<file path="config.mk">
export PLATFORM = sky130hd
export DESIGN_NAME = eth_rx_framer
export DESIGN_NICKNAME = d
export VERILOG_FILES = /design/src/rtl/eth_rx_framer.sv
export SDC_FILE = /design/constraint.sdc
export NUM_CORES = 1
export LEC_CHECK = 0
export BUFFER_PORTS_ARGS = -buffer_cell sky130_fd_sc_hd__clkbuf_2
export CORE_ASPECT_RATIO = 0.5
export CORE_MARGIN = 3
export CORE_UTILIZATION = 51
export CTS_CLUSTER_SIZE = 8
export DETAILED_ROUTE_END_ITERATION = 10
export PLACE_DENSITY = 0.74
export SKIP_LAST_GASP = 1
export SLEW_MARGIN = 20
export SYNTH_ARGS = -nofsm -noshare
export SYNTH_HDL_FRONTEND = slang
export SYNTH_SLANG_ARGS = --single-unit
</file>
<file path="constraint.sdc">
create_clock -name clk_125 -period 2.05 [get_ports clk_125]
set_input_delay 0.615 -clock clk_125 [delete_from_list [all_inputs] [get_ports clk_125]]
set_output_delay 0.615 -clock clk_125 [all_outputs]
set_load 0.005 [all_outputs]
</file>
<file path="src/rtl/eth_rx_framer.sv">
// Byte-wide Ethernet receive framer: strips preamble/SFD, emits frame bytes as a stream with 2-cycle latency.
// Optional FCS check enabled by defining ETH_RX_FCS_CHECK_EN.
module eth_rx_framer #(
   parameter int MIN_LEN = 64,
   parameter int MAX_LEN = 1518
) (
   input  logic       clk_125,
   input  logic       rst,
   input  logic       rx_en,
   input  logic [7:0] rx_data,
   input  logic       rx_dv,
   input  logic       rx_er,
   output logic [7:0] m_tdata,
   output logic       m_tvalid,
   output logic       m_tlast,
   output logic       m_tuser,
   output logic       frame_ok,
   output logic       frame_err,
   output logic       pre_err
);

   typedef enum logic [1:0] {IDLE, PREAMBLE, DATA, DROP} state_t;

   localparam logic [15:0] MIN_CNT = 16'(MIN_LEN);
   localparam logic [15:0] MAX_CNT = 16'(MAX_LEN);

   state_t      r_state;
   state_t      w_state_next;
   logic        r_dv_prev;
   logic [7:0]  r_hold;
   logic [15:0] r_cnt;
   logic        r_err;

   logic [7:0]  r_tdata;
   logic        r_tvalid;
   logic        r_tlast;
   logic        r_tuser;
   logic        r_ok;
   logic        r_ferr;
   logic        r_pre;

   logic [7:0]  w_tdata_next;
   logic        w_tvalid_next;
   logic        w_tlast_next;
   logic        w_tuser_next;
   logic        w_ok_next;
   logic        w_ferr_next;
   logic        w_pre_next;
   logic        w_hold_load;
   logic        w_clear;
   logic        w_err_set;
   logic        w_have;
   logic        w_bad;
   logic        w_crc_bad;

`ifdef ETH_RX_FCS_CHECK_EN
   logic [31:0] r_crc;

   function automatic logic [31:0] crc_byte(input logic [31:0] c, input logic [7:0] d);
      logic [31:0] v;
      v = c ^ {24'h0, d};
      for (int k = 0; k < 8; k++)
         v = v[0] ? ((v >> 1) ^ 32'hEDB88320) : (v >> 1);
      return v;
   endfunction

   // CRC over data plus FCS leaves the fixed residue when the frame is intact
   always_ff @(posedge clk_125 or posedge rst) begin
      if (rst)
         r_crc <= 32'hFFFFFFFF;
      else if (w_clear)
         r_crc <= 32'hFFFFFFFF;
      else if (w_hold_load)
         r_crc <= crc_byte(r_crc, rx_data);
   end

   assign w_crc_bad = (r_crc != 32'hDEBB20E3);
`else
   assign w_crc_bad = 1'b0;
`endif

   assign w_have = (r_cnt != 16'h0000);
   assign w_bad  = r_err | (r_cnt < MIN_CNT) | w_crc_bad;

   always_ff @(posedge clk_125 or posedge rst) begin
      if (rst)
         r_state <= IDLE;
      else
         r_state <= w_state_next;
   end

   always_comb begin
      w_state_next  = r_state;
      w_tdata_next  = 8'h00;
      w_tvalid_next = 1'b0;
      w_tlast_next  = 1'b0;
      w_tuser_next  = 1'b0;
      w_ok_next     = 1'b0;
      w_ferr_next   = 1'b0;
      w_pre_next    = 1'b0;
      w_hold_load   = 1'b0;
      w_clear       = 1'b0;
      w_err_set     = 1'b0;
      case (r_state)
         IDLE: begin
            if (rx_dv) begin
               if (r_dv_prev) begin
                  w_state_next = DROP;
               end else begin
                  w_clear = 1'b1;
                  if (!rx_en)
                     w_state_next = DROP;
                  else if (rx_data == 8'h55)
                     w_state_next = PREAMBLE;
                  else if (rx_data == 8'hD5)
                     w_state_next = DATA;
                  else begin
                     w_state_next = DROP;
                     w_pre_next   = 1'b1;
                  end
               end
            end
         end
         PREAMBLE: begin
            if (!rx_dv) begin
               w_state_next = IDLE;
               w_pre_next   = 1'b1;
            end else begin
               w_err_set = rx_er;
               if (rx_data == 8'hD5)
                  w_state_next = DATA;
               else if (rx_data != 8'h55) begin
                  w_state_next = DROP;
                  w_pre_next   = 1'b1;
               end
            end
         end
         DATA: begin
            if (rx_dv) begin
               if (r_cnt == MAX_CNT) begin
                  // Oversize: close the frame on byte MAX_LEN and discard the rest
                  w_tvalid_next = 1'b1;
                  w_tdata_next  = r_hold;
                  w_tlast_next  = 1'b1;
                  w_tuser_next  = 1'b1;
                  w_ferr_next   = 1'b1;
                  w_state_next  = DROP;
               end else begin
                  w_hold_load = 1'b1;
                  w_err_set   = rx_er;
                  if (w_have) begin
                     w_tvalid_next = 1'b1;
                     w_tdata_next  = r_hold;
                  end
               end
            end else begin
               w_state_next = IDLE;
               if (w_have) begin
                  w_tvalid_next = 1'b1;
                  w_tdata_next  = r_hold;
                  w_tlast_next  = 1'b1;
                  w_tuser_next  = w_bad;
                  w_ok_next     = !w_bad;
                  w_ferr_next   = w_bad;
               end else begin
                  w_pre_next = 1'b1;
               end
            end
         end
         DROP: begin
            if (!rx_dv)
               w_state_next = IDLE;
         end
         default: w_state_next = IDLE;
      endcase
   end

   always_ff @(posedge clk_125 or posedge rst) begin
      if (rst) begin
         r_dv_prev <= 1'b0;
         r_hold    <= 8'h00;
         r_cnt     <= 16'h0000;
         r_err     <= 1'b0;
         r_tdata   <= 8'h00;
         r_tvalid  <= 1'b0;
         r_tlast   <= 1'b0;
         r_tuser   <= 1'b0;
         r_ok      <= 1'b0;
         r_ferr    <= 1'b0;
         r_pre     <= 1'b0;
      end else begin
         r_dv_prev <= rx_dv;
         if (w_hold_load)
            r_hold <= rx_data;
         if (w_clear)
            r_cnt <= 16'h0000;
         else if (w_hold_load && r_cnt != 16'hFFFF)
            r_cnt <= r_cnt + 16'h0001;
         if (w_clear)
            r_err <= 1'b0;
         else if (w_err_set)
            r_err <= 1'b1;
         r_tdata  <= w_tdata_next;
         r_tvalid <= w_tvalid_next;
         r_tlast  <= w_tlast_next;
         r_tuser  <= w_tuser_next;
         r_ok     <= w_ok_next;
         r_ferr   <= w_ferr_next;
         r_pre    <= w_pre_next;
      end
   end

   assign m_tdata   = r_tdata;
   assign m_tvalid  = r_tvalid;
   assign m_tlast   = r_tlast;
   assign m_tuser   = r_tuser;
   assign frame_ok  = r_ok;
   assign frame_err = r_ferr;
   assign pre_err   = r_pre;

endmodule

</file>
After elaboration in Yosys (flattened, before gate mapping) --
Index checks and enable logic that the tools add are counted.
Storage, ports and cells: flip-flop bits (word level) 41, input bits 13, output and inout bits 14
Cells by class: $add $sub $neg 1, order comparisons 1, eq/ne operators 12, muxes and demuxes 54, bitwise logic cells 1, reduce and logical (&&, ||, !) cells 7
Operators with widths (count):
- $mux W1 | 35
- $mux W16 | 2
- $mux W8 | 4
- $mux W2 | 10
- $add A16 B1 Y16 const B | 1
- $eq A16 B11 Y1 const B | 1
- $lt A16 B7 Y1 const B | 1
- $ne A16 B16 Y1 const B | 1
- $reduce_bool A16 Y1 | 1
- $eq A8 B7 Y1 const B | 1
- $eq A8 B8 Y1 const B | 1
- $ne A8 B7 Y1 const B | 1
- $pmux W2 S4 | 1
- $eq A2 B2 Y1 const B | 2
- $ne A2 B2 Y1 const B | 2
- $ne A4 B4 Y1 const B | 1
- $reduce_and A4 Y1 | 1
- $reduce_bool A2 Y1 | 2
- $ne A3 B3 Y1 const B | 1
- $pmux W1 S3 | 1
- $eq A2 B1 Y1 const B | 1
- $logic_not A2 Y1 | 1
- $pmux W1 S2 | 1
- $logic_and A1 B1 Y1 | 1
- 2 further kinds | 2

Depth between registers and ports, before layout --
word-level depth 7, depth in mapped cells 9

Worst setup path before layout --
OpenSTA, ideal clock, no wires.
path type reg-to-reg, start point register r_cnt[13], end point register r_state[0], data arrival time 2.127 ns, data required time 1.925 ns, slack -0.202 ns, stages on the path, launching flop included 6, buffers on the path 0, cells stage by stage dfrtp_1 > or4_4 > nor4_4 > nor2_4 > a311o_1 > mux2_4
On the way: cells in the longest elaborated chain, start to end 3
RTL lines:
- from (decl) | RTL line 31 | logic [15:0] r_cnt;
- from (signal assigned) | RTL line 198 | r_cnt <= r_cnt + 16'h0001;
- $eq A16 B11 Y1 | RTL line 140 | if (r_cnt == MAX_CNT) begin
- $ne A3 B3 Y1 (no source line)
- $reduce_and A4 Y1 (no source line)
- to (signal assigned) | RTL line 89 | r_state <= w_state_next;
- to (decl) | RTL line 27 | state_t r_state;
No other way between the ends. A chain may end at the register's enable or synchronous reset.

Final worst setup path --
start point register r_cnt[12], end point register r_state[1]
The elaborated chain is that of the path after synthesis.

==> impl_results.md <==
* LEAKAGE at 1.28 nW
* Die area at 4950 um^2
* Multi-input logic area at 1090 um^2
* Diode count at 0
* Post-synth cell types at 50
* Post-Syn Instances at 196
* H-tree Lvls at 2
* P per Cell Area at 991 nW/um^2
* Die Wd at 96.6 um
* Nets at 281
* VDD IR max at 0.645 mV
* GRT overflow at 0
* Tmin final at 2.13 ns
* Setup slack after layout at -0.0787 ns
* Initial Util at 56.9%
* Cts hold-fix bufs at 0
* Crit share post-route at 104%
* Maximum clock rate at 0.470 GHz
* Share of layout cells above drive strength 1 at 40.8%
* Critical-path cell list: or4bb_4, nor4_4, buf_4, nor2_4, a311o_1, mux2_4
* Port bufs at 26
* # Max-Cap Violations at 0
* Die Height at 51.3 um
* Initial antenna violation count at 0
* Outcome: complete, but fails checks
* # setup viols final at 9
* Failing checks: negative setup slack
* Commonest non-fill, non-tap cell in the layout: dfrtp_1
* Largest net degree at the start of global routing at 18
* Site Rows at 15
* Highest net fanout along the worst path at 4
* Syn Area/Cell at 10.7 um^2
* Dpl cell area at 2470 um^2
* Total CTS buffers at 5
* CTS tree: built
* Seq/Total Area, Yosys at 49.0%
* Most frequent cells in the layout: dfrtp_1, buf_4, clkbuf_2
* TritonRoute pass-1 iters at 4
* Vias in the first global route at 1,725
* CP Capture Type: flip-flop
* CTS Buffer Depth at 2
* Worst slew pin tran at 0.463 ns
* Critical path's top delay family: simple AND/OR/NAND/NOR gates
* Clock Skews at 0.00410 ns
* Critical path's largest stage delay at 0.54 ns
* Hold/Removal Path Class: in -> async
* DRT iter0 DRCs at 153
* Root Buffer: clkbuf_8
* DP Cell Count at 295
* Worst Setup Start Kind: flip-flop
* Fillers at 260
* Mapped Area at 2090 um^2
* Total track usage at 21.0%
* Post-DP HPWL at 3440 um
* WP data required at 2.23 ns
* Worst skew pair latency at 0.29 ns
* CTS clock-pin slew for the worst setup and hold paths at 0.08 ns
* Area Growth Syn to Fin at 29.3%
* CP arrival at 2.31 ns
* Routed WL at 4820 um
* RSZ-0062 raised after global routing: yes
* Slew Limit Fails at 0
* Critical path buffers and inverters at 1
* Power Total at 2.68 mW
* FF/Latch Area at 1030 um^2
* Ys Warns at 0
* Vias at 1,811
* # DRC at 0
* Cell Count, Final, Fillers Out at 311
* Slew margin rel. at 69.1%
* Clk sinks at 41
* Hold Fails Final Rpt at 0
* Post-route ant nets at 0
* Drt wl/cell at 15.5 um
* Main synth FF type: dfrtp_1
* Syn Nets at 218
* EDFF count, synth at 0
* Core area at 3680 um^2
* Setup CP Type: reg -> reg
* First-pass GRT wire length at 7890 um
* Drt via density at 5.82
* Post-synth ARST share at 100%
* Setup Total Neg Slack at -0.363 ns
* Synthesis-stage register bit count at 41
* Slowest CP cell: or4bb_4
* RD Place Congestion at 0.857
* Final instance area at 2710 um^2
* Finished Core Util at 73.5%
* Ports at 27
==> per-layer routing <==
metal  up-vias  track usage, %  part of all wire (%)
met1       877            27.2                    43
li1        852               -                     -
met5         -               0                     0
met4         0            4.65                  0.68
met2        76            35.4                    49
met3         6            5.59                   7.4
==> cells in the mapped netlist (2+ instances only) <==
cell      number  area [um^2]
or4_1          3         22.5
nor2_1        13         48.8
nand4_1        6         37.5
nor2b_1        2         12.5
mux2_4         2         30.0
inv_1          5         18.8
buf_4          3         22.5
clkbuf_1       3         11.3
a31oi_1        5         31.3
a21oi_1       12         60.1
nand4b_1       2         17.5
nand3_1        6         30.0
or3_1          7         43.8
ha_1           9          113
nand2_1       11         41.3
and2_1        10         62.6
mux2_2         9          101
nand2b_1       2         12.5
o21ai_0        3         15.0
o21ai_1        5         25.0
o31ai_1        2         15.0
nor4_1         5         31.3
dfrtp_1       41         1030
a21o_1         2         15.0
a41o_1         3         30.0
==> metrics by stage <==
stage	hold slack, ns	setup slack [ns]
after floorplan	0.449	-0.194
after global placement	0.457	-0.0396
after detailed placement	0.475	-0.0983
after CTS	0.314	-0.0960
after global routing	0.330	-0.162
final	0.299	-0.0787
==> repair_timing <==
action / 4_1_cts / 5_1_grt
setup endpoints to repair: 15 / 30
pin swaps: 0 / 9
gates cloned: 0 / 2
setup buffers: 0 / 6
resized for setup: 2 / 19
==> path summary, 6_finish.rpt <==
| path | start | slack, ns | to | cells past startpoint |
|---|---|---|---|---|
| max | r_cnt[12]$_DFFE_PP0P_ | -0.08 | r_state[1]$_DFFE_PP0P_ | 6 |
| min | rst | 0.30 | r_err$_DFFE_PP0P_ | 2 |
| max reg2reg | r_cnt[12]$_DFFE_PP0P_ | -0.08 | r_state[1]$_DFFE_PP0P_ | 6 |
| min reg2reg | r_hold[6]$_DFFE_PP0P_ | 0.49 | m_tdata[6]$_DFF_PP0_ | 1 |
| max in group asynchronous | rst | 1.18 | m_tdata[2]$_DFF_PP0_ | 3 |
| min in group clk_125 | r_hold[6]$_DFFE_PP0P_ | 0.49 | m_tdata[6]$_DFF_PP0_ | 1 |
==> report_power, final <==
| group | switching, mW | internal (mW) |
|---|---|---|
| Sequential | 0.104 | 1.00 |
| Combinational | 0.494 | 0.539 |
| Clock | 0.298 | 0.242 |
==> state kept, by name, summed over array words and instances (netlist names) <==
| name | flops |
|---|---|
| m_tvalid | 1 |
| frame_err | 1 |
| r_hold | 8 |
| r_dv_prev | 1 |
| r_state | 2 |
| pre_err | 1 |
| r_err | 1 |
| m_tlast | 1 |
| m_tdata | 8 |
| r_cnt | 16 |
| frame_ok | 1 |
==> cell families after synthesis <==
family,Yosys count,synth area share [%]
simple gates,80,23.2
flops,41,49.0
compound gates,40,12.3
buf+inv,13,2.93
mux,12,6.76
fa+ha+maj,9,5.38
xor+xnor,1,0.419
==> final cells by class <==
type	instances	area share, %
Clock inverter	3	0.833
Clock buffer	5	2.54
Inverter	5	0.694
Sequential cell	41	37.9
Tap cell	51	2.36
Timing Repair Buffer	63	15.4
Multi-Input combinational cell	143	40.3
Note: power is estimated with default switching activity, not from simulation.
